===== src/rtl/bcrypt_proxy_arbiter_pkg.sv =====
// Shared types for the bcrypt proxy arbiter: packet control codes, FSM state
// encodings and small index helpers.
package bcrypt_proxy_arbiter_pkg;

    typedef enum logic [1:0] {
        CTRL_NONE       = 2'b00,
        CTRL_DATA_START = 2'b01,
        CTRL_INIT_START = 2'b10,
        CTRL_END        = 2'b11
    } ctrl_e;

    typedef enum logic [1:0] {
        IN_IDLE,
        IN_FWD,
        IN_HOLD
    } in_state_e;

    typedef enum logic [2:0] {
        OUT_SCAN,
        OUT_REQ,
        OUT_WAIT,
        OUT_SHIFT,
        OUT_EMIT
    } out_state_e;

    function automatic int wrap_inc(input int cur, input int n);
        return (cur + 1 >= n) ? 0 : cur + 1;
    endfunction

    // Counter/index width that never collapses to zero bits.
    function automatic int width_of(input int n);
        return (n > 1) ? $clog2(n) : 1;
    endfunction

endpackage


===== src/rtl/bcrypt_proxy_arbiter_rr_pick.sv =====
// Round-robin first-set search: returns the first set bit of vec at or after
// start, wrapping past N-1 back to 0.
module rr_pick #(
    parameter int N = 2,
    parameter int W = 1
) (
    input  logic [N-1:0] vec,
    input  logic [W-1:0] start,
    output logic [W-1:0] idx,
    output logic         found
);

    logic [N-1:0] rot;
    int           j;

    always_comb begin
        idx   = '0;
        found = 1'b0;
        rot   = '0;
        j     = 0;
        for (int i = 0; i < N; i++) begin
            j = int'(start) + i;
            if (j >= N) begin
                j = j - N;
            end
            rot = vec >> j;
            if (!found && rot[0]) begin
                found = 1'b1;
                idx   = W'(j);
            end
        end
    end

endmodule


===== src/rtl/bcrypt_proxy_arbiter.sv =====
// Routes the bcrypt_data packet stream to NUM_PROXIES proxies and collects
// their serial results back into an upstream byte stream.
module bcrypt_proxy_arbiter
    import bcrypt_proxy_arbiter_pkg::*;
#(
    parameter int NUM_PROXIES = 2,
    parameter int PKT_BITS    = 16,
    parameter int RD_LATENCY  = 2,
    parameter int HOLDOFF     = 4,
    localparam int IDX_W      = width_of(NUM_PROXIES)
) (
    input  logic                   CLK,
    input  logic                   RESET_N,
    input  logic [7:0]             din,
    input  logic [1:0]             ctrl,
    input  logic                   wr_en,
    output logic                   init_ready,
    output logic                   crypt_ready,
    output logic                   err,
    output logic [7:0]             px_din,
    output logic [1:0]             px_ctrl,
    output logic [NUM_PROXIES-1:0] px_wr_en,
    input  logic [NUM_PROXIES-1:0] px_init_ready,
    input  logic [NUM_PROXIES-1:0] px_crypt_ready,
    output logic [NUM_PROXIES-1:0] px_rd_en,
    input  logic [NUM_PROXIES-1:0] px_empty,
    input  logic [NUM_PROXIES-1:0] px_dout,
    output logic [7:0]             dout,
    output logic [IDX_W-1:0]       dout_proxy,
    output logic                   dout_valid,
    input  logic                   dout_rd
);

    localparam int PKT_BYTES = PKT_BITS / 8;
    localparam int HOLD_W    = width_of(HOLDOFF);
    localparam int LAT_W     = width_of(RD_LATENCY);
    localparam int BIT_W     = width_of(PKT_BITS);
    localparam int BYTE_W    = width_of(PKT_BYTES);

    // ---------------- input side ----------------
    in_state_e              in_state_q, in_state_d;
    logic [NUM_PROXIES-1:0] mask_q, mask_d;
    logic [IDX_W-1:0]       rr_in_q, rr_in_d;
    logic [HOLD_W-1:0]      hold_cnt_q, hold_cnt_d;
    logic                   err_q, err_d;
    logic                   init_ready_q, init_ready_d;
    logic                   crypt_ready_q, crypt_ready_d;
    logic [7:0]             px_din_q;
    logic [1:0]             px_ctrl_q;
    logic [NUM_PROXIES-1:0] px_wr_en_q, px_wr_en_d;
    logic [IDX_W-1:0]       in_sel;
    logic                   in_found;

    rr_pick #(.N(NUM_PROXIES), .W(IDX_W)) u_pick_in (
        .vec   (px_crypt_ready),
        .start (rr_in_q),
        .idx   (in_sel),
        .found (in_found)
    );

    always_comb begin
        in_state_d = in_state_q;
        mask_d     = mask_q;
        rr_in_d    = rr_in_q;
        hold_cnt_d = hold_cnt_q;
        err_d      = err_q;
        px_wr_en_d = '0;
        case (in_state_q)
            IN_IDLE: begin
                if (wr_en && ctrl == CTRL_DATA_START) begin
                    if (in_found) begin
                        mask_d  = NUM_PROXIES'(1) << in_sel;
                        rr_in_d = IDX_W'(wrap_inc(int'(in_sel), NUM_PROXIES));
                    end else begin
                        mask_d = '0;
                        err_d  = 1'b1;
                    end
                    px_wr_en_d = mask_d;
                    in_state_d = IN_FWD;
                end else if (wr_en && ctrl == CTRL_INIT_START) begin
                    mask_d = px_init_ready;
                    if (px_init_ready == '0) begin
                        err_d = 1'b1;
                    end
                    px_wr_en_d = mask_d;
                    in_state_d = IN_FWD;
                end
            end
            IN_FWD: begin
                if (wr_en) begin
                    px_wr_en_d = mask_q;
                    if (ctrl == CTRL_END) begin
                        mask_d     = '0;
                        hold_cnt_d = '0;
                        in_state_d = (HOLDOFF == 0) ? IN_IDLE : IN_HOLD;
                    end
                end
            end
            IN_HOLD: begin
                if (hold_cnt_q == HOLD_W'(HOLDOFF - 1)) begin
                    in_state_d = IN_IDLE;
                end else begin
                    hold_cnt_d = hold_cnt_q + 1'b1;
                end
            end
            default: in_state_d = IN_IDLE;
        endcase
        // Ready only once IDLE is settled, so it drops the cycle a start is taken.
        crypt_ready_d = (in_state_q == IN_IDLE) && (in_state_d == IN_IDLE) && (|px_crypt_ready);
        init_ready_d  = (in_state_q == IN_IDLE) && (in_state_d == IN_IDLE) && (|px_init_ready);
    end

    always_ff @(posedge CLK or negedge RESET_N) begin
        if (!RESET_N) begin
            in_state_q    <= IN_IDLE;
            mask_q        <= '0;
            rr_in_q       <= '0;
            hold_cnt_q    <= '0;
            err_q         <= 1'b0;
            init_ready_q  <= 1'b0;
            crypt_ready_q <= 1'b0;
            px_din_q      <= '0;
            px_ctrl_q     <= '0;
            px_wr_en_q    <= '0;
        end else begin
            in_state_q    <= in_state_d;
            mask_q        <= mask_d;
            rr_in_q       <= rr_in_d;
            hold_cnt_q    <= hold_cnt_d;
            err_q         <= err_d;
            init_ready_q  <= init_ready_d;
            crypt_ready_q <= crypt_ready_d;
            px_din_q      <= din;
            px_ctrl_q     <= ctrl;
            px_wr_en_q    <= px_wr_en_d;
        end
    end

    // ---------------- output side ----------------
    out_state_e             out_state_q, out_state_d;
    logic [IDX_W-1:0]       rr_out_q, rr_out_d;
    logic [IDX_W-1:0]       dout_proxy_q, dout_proxy_d;
    logic [NUM_PROXIES-1:0] px_rd_en_q, px_rd_en_d;
    logic [LAT_W-1:0]       lat_cnt_q, lat_cnt_d;
    logic [BIT_W-1:0]       bit_cnt_q, bit_cnt_d;
    logic [BYTE_W-1:0]      byte_cnt_q, byte_cnt_d;
    logic [PKT_BITS-1:0]    sr_q, sr_d;
    logic [7:0]             dout_q, dout_d;
    logic                   dout_valid_q, dout_valid_d;
    logic [NUM_PROXIES-1:0] avail;
    logic [NUM_PROXIES-1:0] dout_rot;
    logic [IDX_W-1:0]       out_sel;
    logic                   out_found;

    assign avail    = ~px_empty;
    assign dout_rot = px_dout >> rr_out_q;

    rr_pick #(.N(NUM_PROXIES), .W(IDX_W)) u_pick_out (
        .vec   (avail),
        .start (rr_out_q),
        .idx   (out_sel),
        .found (out_found)
    );

    always_comb begin
        out_state_d  = out_state_q;
        rr_out_d     = rr_out_q;
        dout_proxy_d = dout_proxy_q;
        lat_cnt_d    = lat_cnt_q;
        bit_cnt_d    = bit_cnt_q;
        byte_cnt_d   = byte_cnt_q;
        sr_d         = sr_q;
        px_rd_en_d   = '0;
        case (out_state_q)
            OUT_SCAN: begin
                if (out_found) begin
                    rr_out_d     = out_sel;
                    dout_proxy_d = out_sel;
                    px_rd_en_d   = NUM_PROXIES'(1) << out_sel;
                    out_state_d  = OUT_REQ;
                end
            end
            OUT_REQ: begin
                lat_cnt_d   = '0;
                bit_cnt_d   = '0;
                out_state_d = (RD_LATENCY <= 1) ? OUT_SHIFT : OUT_WAIT;
            end
            OUT_WAIT: begin
                if (lat_cnt_q == LAT_W'(RD_LATENCY - 2)) begin
                    out_state_d = OUT_SHIFT;
                end else begin
                    lat_cnt_d = lat_cnt_q + 1'b1;
                end
            end
            OUT_SHIFT: begin
                sr_d = {sr_q[PKT_BITS-2:0], dout_rot[0]};
                if (bit_cnt_q == BIT_W'(PKT_BITS - 1)) begin
                    byte_cnt_d  = '0;
                    out_state_d = OUT_EMIT;
                end else begin
                    bit_cnt_d = bit_cnt_q + 1'b1;
                end
            end
            OUT_EMIT: begin
                if (dout_valid_q && dout_rd) begin
                    sr_d = sr_q << 8;
                    if (byte_cnt_q == BYTE_W'(PKT_BYTES - 1)) begin
                        rr_out_d    = IDX_W'(wrap_inc(int'(rr_out_q), NUM_PROXIES));
                        out_state_d = OUT_SCAN;
                    end else begin
                        byte_cnt_d = byte_cnt_q + 1'b1;
                    end
                end
            end
            default: out_state_d = OUT_SCAN;
        endcase
        // The presented byte is always the top of the shift register.
        dout_valid_d = (out_state_d == OUT_EMIT);
        dout_d       = dout_valid_d ? sr_d[PKT_BITS-1 -: 8] : 8'h00;
    end

    always_ff @(posedge CLK or negedge RESET_N) begin
        if (!RESET_N) begin
            out_state_q  <= OUT_SCAN;
            rr_out_q     <= '0;
            dout_proxy_q <= '0;
            px_rd_en_q   <= '0;
            lat_cnt_q    <= '0;
            bit_cnt_q    <= '0;
            byte_cnt_q   <= '0;
            sr_q         <= '0;
            dout_q       <= '0;
            dout_valid_q <= 1'b0;
        end else begin
            out_state_q  <= out_state_d;
            rr_out_q     <= rr_out_d;
            dout_proxy_q <= dout_proxy_d;
            px_rd_en_q   <= px_rd_en_d;
            lat_cnt_q    <= lat_cnt_d;
            bit_cnt_q    <= bit_cnt_d;
            byte_cnt_q   <= byte_cnt_d;
            sr_q         <= sr_d;
            dout_q       <= dout_d;
            dout_valid_q <= dout_valid_d;
        end
    end

    assign init_ready  = init_ready_q;
    assign crypt_ready = crypt_ready_q;
    assign err         = err_q;
    assign px_din      = px_din_q;
    assign px_ctrl     = px_ctrl_q;
    assign px_wr_en    = px_wr_en_q;
    assign px_rd_en    = px_rd_en_q;
    assign dout        = dout_q;
    assign dout_proxy  = dout_proxy_q;
    assign dout_valid  = dout_valid_q;

endmodule


===== config.mk =====
export PLATFORM = sky130hd
export DESIGN_NAME = bcrypt_proxy_arbiter
export DESIGN_NICKNAME = d
export VERILOG_FILES = /design/src/rtl/bcrypt_proxy_arbiter_pkg.sv /design/src/rtl/bcrypt_proxy_arbiter_rr_pick.sv /design/src/rtl/bcrypt_proxy_arbiter.sv
export SDC_FILE = /design/constraint.sdc
export NUM_CORES = 1
export LEC_CHECK = 0
export ABC_AREA = 1
export BUFFER_PORTS_ARGS = -buffer_cell sky130_fd_sc_hd__buf_2
export CORE_ASPECT_RATIO = 1.25
export CORE_MARGIN = 8
export CORE_UTILIZATION = 49
export CTS_CLUSTER_DIAMETER = 200
export DETAILED_ROUTE_END_ITERATION = 10
export PLACE_DENSITY_LB_ADDON = 0.08
export SLEW_MARGIN = 10
export SYNTH_ARGS = -nofsm -noshare
export SYNTH_HDL_FRONTEND = slang
export SYNTH_SLANG_ARGS = --single-unit

===== constraint.sdc =====
create_clock -name CLK -period 1.25 [get_ports CLK]
set_input_delay 0.125 -clock CLK [delete_from_list [all_inputs] [get_ports CLK]]
set_output_delay 0.125 -clock CLK [all_outputs]
set_load 0.1 [all_outputs]

==> results of run 1 <==
## repair_timing
item                                    in CTS  in global routing
endpoints found under the hold margin       69                  0
hold buffers                                11                  0
gates resized for setup                     10                 34
setup buffers                                5                  2
pin swaps                                    2                  7
gates cloned                                 0                  1
endpoints found under the setup margin      19                 38
## layer usage
| metal | global-route usage [%] | up-vias |
|---|---|---|
| li1 | - | 1059 |
| met1 | 16.3 | 987 |
| met2 | 28.9 | 44 |
| met3 | 5.09 | 12 |
| met4 | 8.36 | 0 |
| met5 | 0 | - |
## synthesized netlist by cell type, drive strengths merged
library cell,count,area [um^2]
dfrtp,59,1480
nand2,58,230
inv,45,171
nor2,36,170
nand3,20,105
o21ai,20,104
nand4,8,50.1
o22ai,7,43.8
a21oi,5,25.0
buf,4,38.8
nand3b,3,22.5
ha,2,25.0
o21bai,1,7.51
o31ai,1,7.51
xnor2,1,8.76
## where the power goes
| group | internal (W) | total (W) | switching [W] | leakage (nW) |
|---|---|---|---|---|
| logic | 0.00120 | 0.00340 | 0.00220 | 1.04 |
| clock network | 0.000911 | 0.00168 | 0.000768 | 0.0950 |
| registers | 0.00242 | 0.00272 | 0.000296 | 0.745 |
| total | 0.00453 | 0.00779 | 0.00326 | 1.88 |
## kinds of logic after synthesis
| group | after synthesis | synth area share [%] |
|---|---|---|
| compound gates | 34 | 7.55 |
| simple gates | 125 | 23.3 |
| buf+inv | 49 | 8.45 |
| xor+xnor | 1 | 0.352 |
| flops | 59 | 59.4 |
| fa+ha+maj | 2 | 1.01 |
## worst max-delay path: cells and delay by family, from the launching register on
| kind | cells | cell delay [ns] |
|---|---|---|
| buf+inv | 3 | 0.28 |
| flops | 1 | 0.42 |
| simple gates | 5 | 0.46 |
## flip-flops by register name, indices dropped and copies added (netlist names), 2 cells and up
register and cells:
px_din 8, hold_cnt_q 2, px_rd_en 2, px_wr_en 2, bit_cnt_q 4, in_state_q 2, sr_q 16, mask_q 2
px_ctrl 2, dout 8, out_state_q 3
## layout make-up
type / count / area, um^2
clock buffers: 9 / 124
inverters: 45 / 174
clock inverters: 7 / 68.8
well taps: 62 / 77.6
fillers: 394 / 1450
flip-flops and latches: 59 / 1480
repair buffers: 92 / 661
multi-input cells: 163 / 938
## stage by stage
stage / setup TNS, ns / instances / hold slack, ns
2_1_floorplan: -1.69 / 270 / -0.171
3_3_place_gp: -0.223 / 402 / 0.152
3_5_place_dp: -0.460 / 402 / 0.155
4_1_cts: -0.0294 / 434 / 0.0427
5_1_grt: -0.918 / 437 / 0.0697
6_report: -0.0380 / 437 / 0.0568
## worst max-delay path by stage
| stage | from | end | slack, ns | cells past startpoint |
|---|---|---|---|---|
| final | out_state_q[1] | dout[6] | -0.02 | 8 |
| after floorplan | dout_valid | dout[3] | -0.15 | 8 |
| after CTS | out_state_q[1] | rr_out_q | -0.02 | 9 |
| after global routing | out_state_q[1] | dout[6] | -0.1 | 8 |
| after global placement | out_state_q[1] | rr_out_q | -0.09 | 9 |
| after detailed placement | out_state_q[1] | rr_out_q | -0.09 | 9 |
==> impl_metrics.env, run 1 <==
export IMPL_outcome="finished, violations left"
export IMPL_failing_checks="setup timing"
export IMPL_critical_path_arrival_ns=1.50
export IMPL_synth_warning_count=0
export IMPL_grt_first_pass_wirelength_um=9360
export IMPL_maxCapViolCount=0
export IMPL_peakVddDrop_v=0.00182
export IMPL_final_cell_mix="sky130_fd_sc_hd__dfrtp_1, sky130_fd_sc_hd__nand2_1, sky130_fd_sc_hd__inv_1, sky130_fd_sc_hd__buf_2, sky130_fd_sc_hd__buf_4"
export IMPL_worst_slew_pin_slew_ns=0.495
export IMPL_ant_nets=0
export IMPL_routed_wl_met3_um=293
export IMPL_grt_total_usage_pct=16.1
export IMPL_tritoncts_num_buffers=9
export IMPL_route_detailed_drc=0
export IMPL_wire_per_inst_um=13.0
export IMPL_m1WireLength_um=2210
export IMPL_clock_tree_buffer_depth=2
export IMPL_final_setup_viol_count=3
export IMPL_drt_pass1_iter_count=4
export IMPL_r2r_start="out_state_q[1]"
export IMPL_numClockSinks=59
export IMPL_p_total_w=0.00779
export IMPL_area_growth_syn_to_layout_pct=41.8
export IMPL_period_needed_ns=1.27
export IMPL_placement_rows=29
export IMPL_layout_setup_ws_ns=-0.0205
export IMPL_worst_r2r_setup_slack_ns=-0.02
export IMPL_worst_flop_to_flop_path_endpoint="dout[6]"
export IMPL_post_synth_inst_count=270
export IMPL_crit_fanout=8
export IMPL_period_share_pct=102
export IMPL_h_tree_depth=3
export IMPL_rsz0062_at_grt="true"
export IMPL_cts_clk_slew_worst_paths_ns=0.07
export IMPL_fp_dieH_um=95.6
export IMPL_clock_insertion_delay_at_the_later_pin_of_the_skew_report_ns=0.34
export IMPL_die_area_mm2=0.00762
export IMPL_timing_hold_worst_path_depth=3
export IMPL_synth_distinct_cells=27
export IMPL_route_vias_total=2102
export IMPL_grt_antenna_before_repair=0
export IMPL_post_synth_instance_area_mm2=0.00249
export IMPL_synth_area_per_cell_um2=9.21
export IMPL_placeableCoreArea_mm2=0.00497
export IMPL_start_kind="flip-flop"
export IMPL_final_layout_size_suffix_gt1_share_pct=38.4
export IMPL_final_nets=394
export IMPL_final_common_cell="sky130_fd_sc_hd__dfrtp_1"
export IMPL_port_buffer_count=48
export IMPL_routabilityCongestion=0.764
export IMPL_hp_start="px_init_ready[0]"
export IMPL_seq_area_frac_synth_pct=59.4
export IMPL_static_leakage_power_nw=1.88
export IMPL_pre_cts_slack_ns=-0.0891
export IMPL_max_clock_freq_ghz=0.787
export IMPL_cellPowerDensity_mw_per_mm2=2210
export IMPL_die_width_um=79.7
export IMPL_top_level_ports=49
export IMPL_depth_of_the_worst_register_to_register_path=8
export IMPL_timing_critical_path_required_ns=1.48
export IMPL_ys_ff_latch=59
export IMPL_cts_tree="done"
export IMPL_detail_route_vias_per_cell=4.81
export IMPL_synth_net_count=294
export IMPL_clock_tree_root_cell="sky130_fd_sc_hd__clkbuf_8"
export IMPL_timing_critical_path_slowest_stage_cell="sky130_fd_sc_hd__dfrtp_1"
export IMPL_post_dp_hpwl_um=3960
export IMPL_cp_end_kind="flip-flop"
export IMPL_drv_slew=0
export IMPL_grt_start_max_net_pins=60
export IMPL_total_inserted_antenna_cells=0
export IMPL_first_global_vias=2168
export IMPL_fin_worst_skew_ns=0.00766
export IMPL_routed_wl_um=5680
export IMPL_timing_slew_headroom_pct=67.2
export IMPL_postPlaceCellArea_mm2=0.00301
export IMPL_worstHoldPathType="in -> reg"
export IMPL_finish_instance_area_mm2=0.00353
export IMPL_top_routing_layer_in_use="met4"
export IMPL_critical_path_class="reg -> reg"
export IMPL_worstHoldEndpoint="init_ready"
export IMPL_cp_cell_sequence="nand2_2 -> nor2_4 -> inv_4 -> buf_6 -> nand3_1 -> nand3_2 -> nand2_1 -> inv_1"
export IMPL_met2_length_um=3070
export IMPL_critPathMaxStageDelay_ns=0.42
export IMPL_effective_utilization_at_floorplan_pct=50.0
export IMPL_detail_route_iter0_violations=122
export IMPL_layout_core_utilization_pct=70.9
export IMPL_overflow=0
export IMPL_hold_violations=0
No activity file was read; power rests on OpenSTA's default activity.
==> run 2, diff against run 1 <==
Settings changed: ABC_AREA 1 to not set, CORE_UTILIZATION 49 to 48.
==> impl_metrics.env, run 2 <==
export IMPL_outcome="finished, violations left"
export IMPL_failing_checks="setup timing"
export IMPL_cp_end_kind="flip-flop"
export IMPL_power_sequential_fraction_pct=34.7
export IMPL_swShare_pct=37.5
export IMPL_ant_nets=0
export IMPL_area_growth_syn_to_layout_pct=48.3
export IMPL_seq_area_frac_synth_pct=62.1
export IMPL_critical_path_class="reg -> reg"
export IMPL_ys_ff_latch=59
export IMPL_post_synth_inst_count=213
export IMPL_synth_edf_count=0
export IMPL_postSynth_asyncResetShare_pct=100
export IMPL_final_cell_mix="sky130_fd_sc_hd__dfrtp_1, sky130_fd_sc_hd__buf_2, sky130_fd_sc_hd__buf_4, sky130_fd_sc_hd__nand2_1, sky130_fd_sc_hd__nor2_1"
export IMPL_hold_violations=0
export IMPL_layout_setup_ws_ns=-0.292
export IMPL_worstHoldPathType="in -> reg"
export IMPL_synthDominantCellAreaShare_pct=62.1
export IMPL_critical_path_arrival_ns=1.76
export IMPL_internal_power_w=0.00506
export IMPL_maxCapViolCount=0
export IMPL_cts_clk_slew_worst_paths_ns=0.06
export IMPL_final_nets=343
export IMPL_largest_register_ffs=16
export IMPL_static_leakage_power_nw=1.80
export IMPL_period_share_pct=123
export IMPL_clock_insertion_delay_at_the_later_pin_of_the_skew_report_ns=0.33
export IMPL_fp_dieH_um=94.7
export IMPL_period_needed_ns=1.54
export IMPL_route_vias_total=2016
export IMPL_depth_of_the_worst_register_to_register_path=5
export IMPL_clock_tree_root_cell="sky130_fd_sc_hd__clkbuf_8"
export IMPL_top_level_ports=49
export IMPL_r2r_start="dout_valid"
export IMPL_yosysTopAreaCell="sky130_fd_sc_hd__dfrtp_1"
export IMPL_stdcell_count=384
export IMPL_grt_total_usage_pct=16.0
export IMPL_fin_worst_skew_ns=0.00662
export IMPL_grt_start_max_net_pins=34
export IMPL_tritoncts_num_buffers=9
export IMPL_numClockSinks=59
export IMPL_total_inserted_antenna_cells=0
export IMPL_synth_net_count=237
export IMPL_effective_utilization_at_floorplan_pct=49.9
export IMPL_global_route_usage_met2_pct=27.1
export IMPL_endpoint="dout[1]"
export IMPL_critical_path_startpoint="dout_valid"
export IMPL_post_dp_hpwl_um=3820
export IMPL_die_width_um=79.0
export IMPL_yosys_cell_count_top_type="sky130_fd_sc_hd__dfrtp_1"
export IMPL_first_global_vias=2041
export IMPL_worst_r2r_setup_slack_ns=-0.29
export IMPL_post_synth_instance_area_mm2=0.00238
export IMPL_h_tree_depth=3
export IMPL_die_area_mm2=0.00748
export IMPL_final_layout_size_suffix_gt1_share_pct=42.6
export IMPL_worst_flop_to_flop_path_endpoint="dout[1]"
export IMPL_rsz0062_at_grt="true"
export IMPL_route_detailed_drc=0
export IMPL_detail_route_iter0_violations=94
export IMPL_registers_top_by_ff_count="sr_q"
export IMPL_port_buffer_count=48
export IMPL_crit_fanout=9
export IMPL_synth_area_per_cell_um2=11.2
export IMPL_synth_warning_count=0
export IMPL_grt_busiest_layer="met2"
export IMPL_met1_usage_pct=17.4
export IMPL_p_clk_share_pct=24.1
export IMPL_cellPowerDensity_mw_per_mm2=2300
export IMPL_peakVddDrop_v=0.00154
export IMPL_numPlacedInstances=345
export IMPL_max_clock_freq_ghz=0.649
export IMPL_worst_slew_pin_slew_ns=0.496
export IMPL_overflow=0
export IMPL_placeableCoreArea_mm2=0.00476
export IMPL_timing_slew_headroom_pct=67.2
export IMPL_met3_usage_pct=4.56
export IMPL_synth_main_ff_cell="sky130_fd_sc_hd__dfrtp_1"
export IMPL_final_common_cell="sky130_fd_sc_hd__dfrtp_1"
export IMPL_total_switching_power_w=0.00303
export IMPL_synthTopCellsByArea="sky130_fd_sc_hd__dfrtp_1, sky130_fd_sc_hd__nand2_1, sky130_fd_sc_hd__a221o_1, sky130_fd_sc_hd__o21ai_0, sky130_fd_sc_hd__nor2_1"
export IMPL_grt_first_pass_wirelength_um=9350
export IMPL_routabilityCongestion=0.768
export IMPL_detail_route_vias_per_cell=5.25
export IMPL_routed_wl_um=6060
export IMPL_timing_critical_path_required_ns=1.47
export IMPL_wire_per_inst_um=15.8
export IMPL_power_share_combinational_pct=41.2
export IMPL_placement_rows=28
export IMPL_drv_slew=0
export IMPL_start_kind="flip-flop"
export IMPL_final_setup_viol_count=26
export IMPL_clock_tree_buffer_depth=2
export IMPL_grt_antenna_before_repair=0
export IMPL_cts_tree="done"
export IMPL_drt_pass1_iter_count=4
export IMPL_synth_distinct_cells=37
export IMPL_n_fill_cell=349
export IMPL_p_total_w=0.00810
export IMPL_post_synth_most_frequent_cells="sky130_fd_sc_hd__dfrtp_1, sky130_fd_sc_hd__nand2_1, sky130_fd_sc_hd__nor2_1"
==> run 2: cell count changes after synthesis, sizes merged, moves of 5 or more <==
cell,delta
nor2b,+9
nand3,-11
a221o,+7
nand4,-8
o21ai,-7
nor2,-19
nand2,-32
inv,-36
and3,+8
o22ai,-6
nor3,+5
==> run 2: worst max-delay path, cell delays in order, from the launching register on <==
cell,delay (ns)
sky130_fd_sc_hd__dfrtp_4,0.47
sky130_fd_sc_hd__and4bb_2,0.25
sky130_fd_sc_hd__buf_6,0.14
sky130_fd_sc_hd__and3_4,0.17
sky130_fd_sc_hd__a221o_1,0.28
sky130_fd_sc_hd__nor2b_1,0.13
==> run 2: worst min-delay path by stage <==
stage,from,end,cells past startpoint
6_report,px_empty[0],px_rd_en[0],2
5_1_grt,px_crypt_ready[1],rr_in_q,2
4_1_cts,px_empty[1],px_rd_en[1],2
3_5_place_dp,RESET_N,dout[5],1
3_3_place_gp,RESET_N,dout[5],1
2_1_floorplan,RESET_N,bit_cnt_q[0],0
==> run 2: layout make-up <==
cell class | count | area (um^2) | area share, %
inverter | 9 | 38.8 | 1.10
clock buffer | 12 | 155 | 4.40
multi-input combinational | 138 | 941 | 26.7
sequential | 59 | 1480 | 42.0
tap | 60 | 75.1 | 2.13
timing repair buffer | 102 | 764 | 21.7
clock inverter | 4 | 72.6 | 2.06
==> run 2: per-stage QoR <==
step                area [um^2]  worst slack (ns)  hold WS, ns  TNS [ns]  util (%)
detailed placement         2960            -0.306       0.0503     -5.42      62.1
global placement           2960            -0.265       0.0362     -4.63      62.1
floorplan                  2430            -0.411       -0.171     -7.54         -
finish                     3530            -0.292       0.0360     -4.58      74.0
global route               3530            -0.329       0.0331     -6.12      74.0
CTS                        3360            -0.271       0.0118     -4.24      70.5
==> run 2: repair_timing <==
action / in CTS / in global routing
pin swaps: 2 / 14
resized for setup: 18 / 31
setup endpoints to repair: 34 / 39
endpoints found under the hold margin: 21 / 0
buffers inserted: 3 / 13
hold buffers: 10 / 0
==> run 2: power groups by stage <==
stage | combinational (W) | sequential [W] | clock, W
floorplan | 0.00137 | 0.00343 | 0
global placement | 0.00284 | 0.00278 | 0
detailed placement | 0.00290 | 0.00279 | 0
CTS | 0.00302 | 0.00277 | 0.00199
global route | 0.00360 | 0.00288 | 0.00206
finish | 0.00334 | 0.00281 | 0.00195
==> run 2: cell families after synthesis <==
| group | Yosys count | share of synthesized area, % |
|---|---|---|
| AOI/OAI and AO/OA | 48 | 14.6 |
| muxes | 2 | 0.842 |
| DFF | 59 | 62.1 |
| buffers and inverters | 16 | 3.31 |
| and+or+nand+nor | 85 | 17.8 |
| xor gates and xnor gates | 1 | 0.368 |
| adders and majority gates | 2 | 1.05 |
==> run 2: metal layers <==
metal / wire (um) / share of wire, % / vias to the layer above
met5: 0 / 0 / -
met4: 109 / 1.8 / 0
met3: 341 / 5.6 / 9
met2: 3070 / 51 / 61
met1: 2540 / 42 / 983
li1: - / - / 963
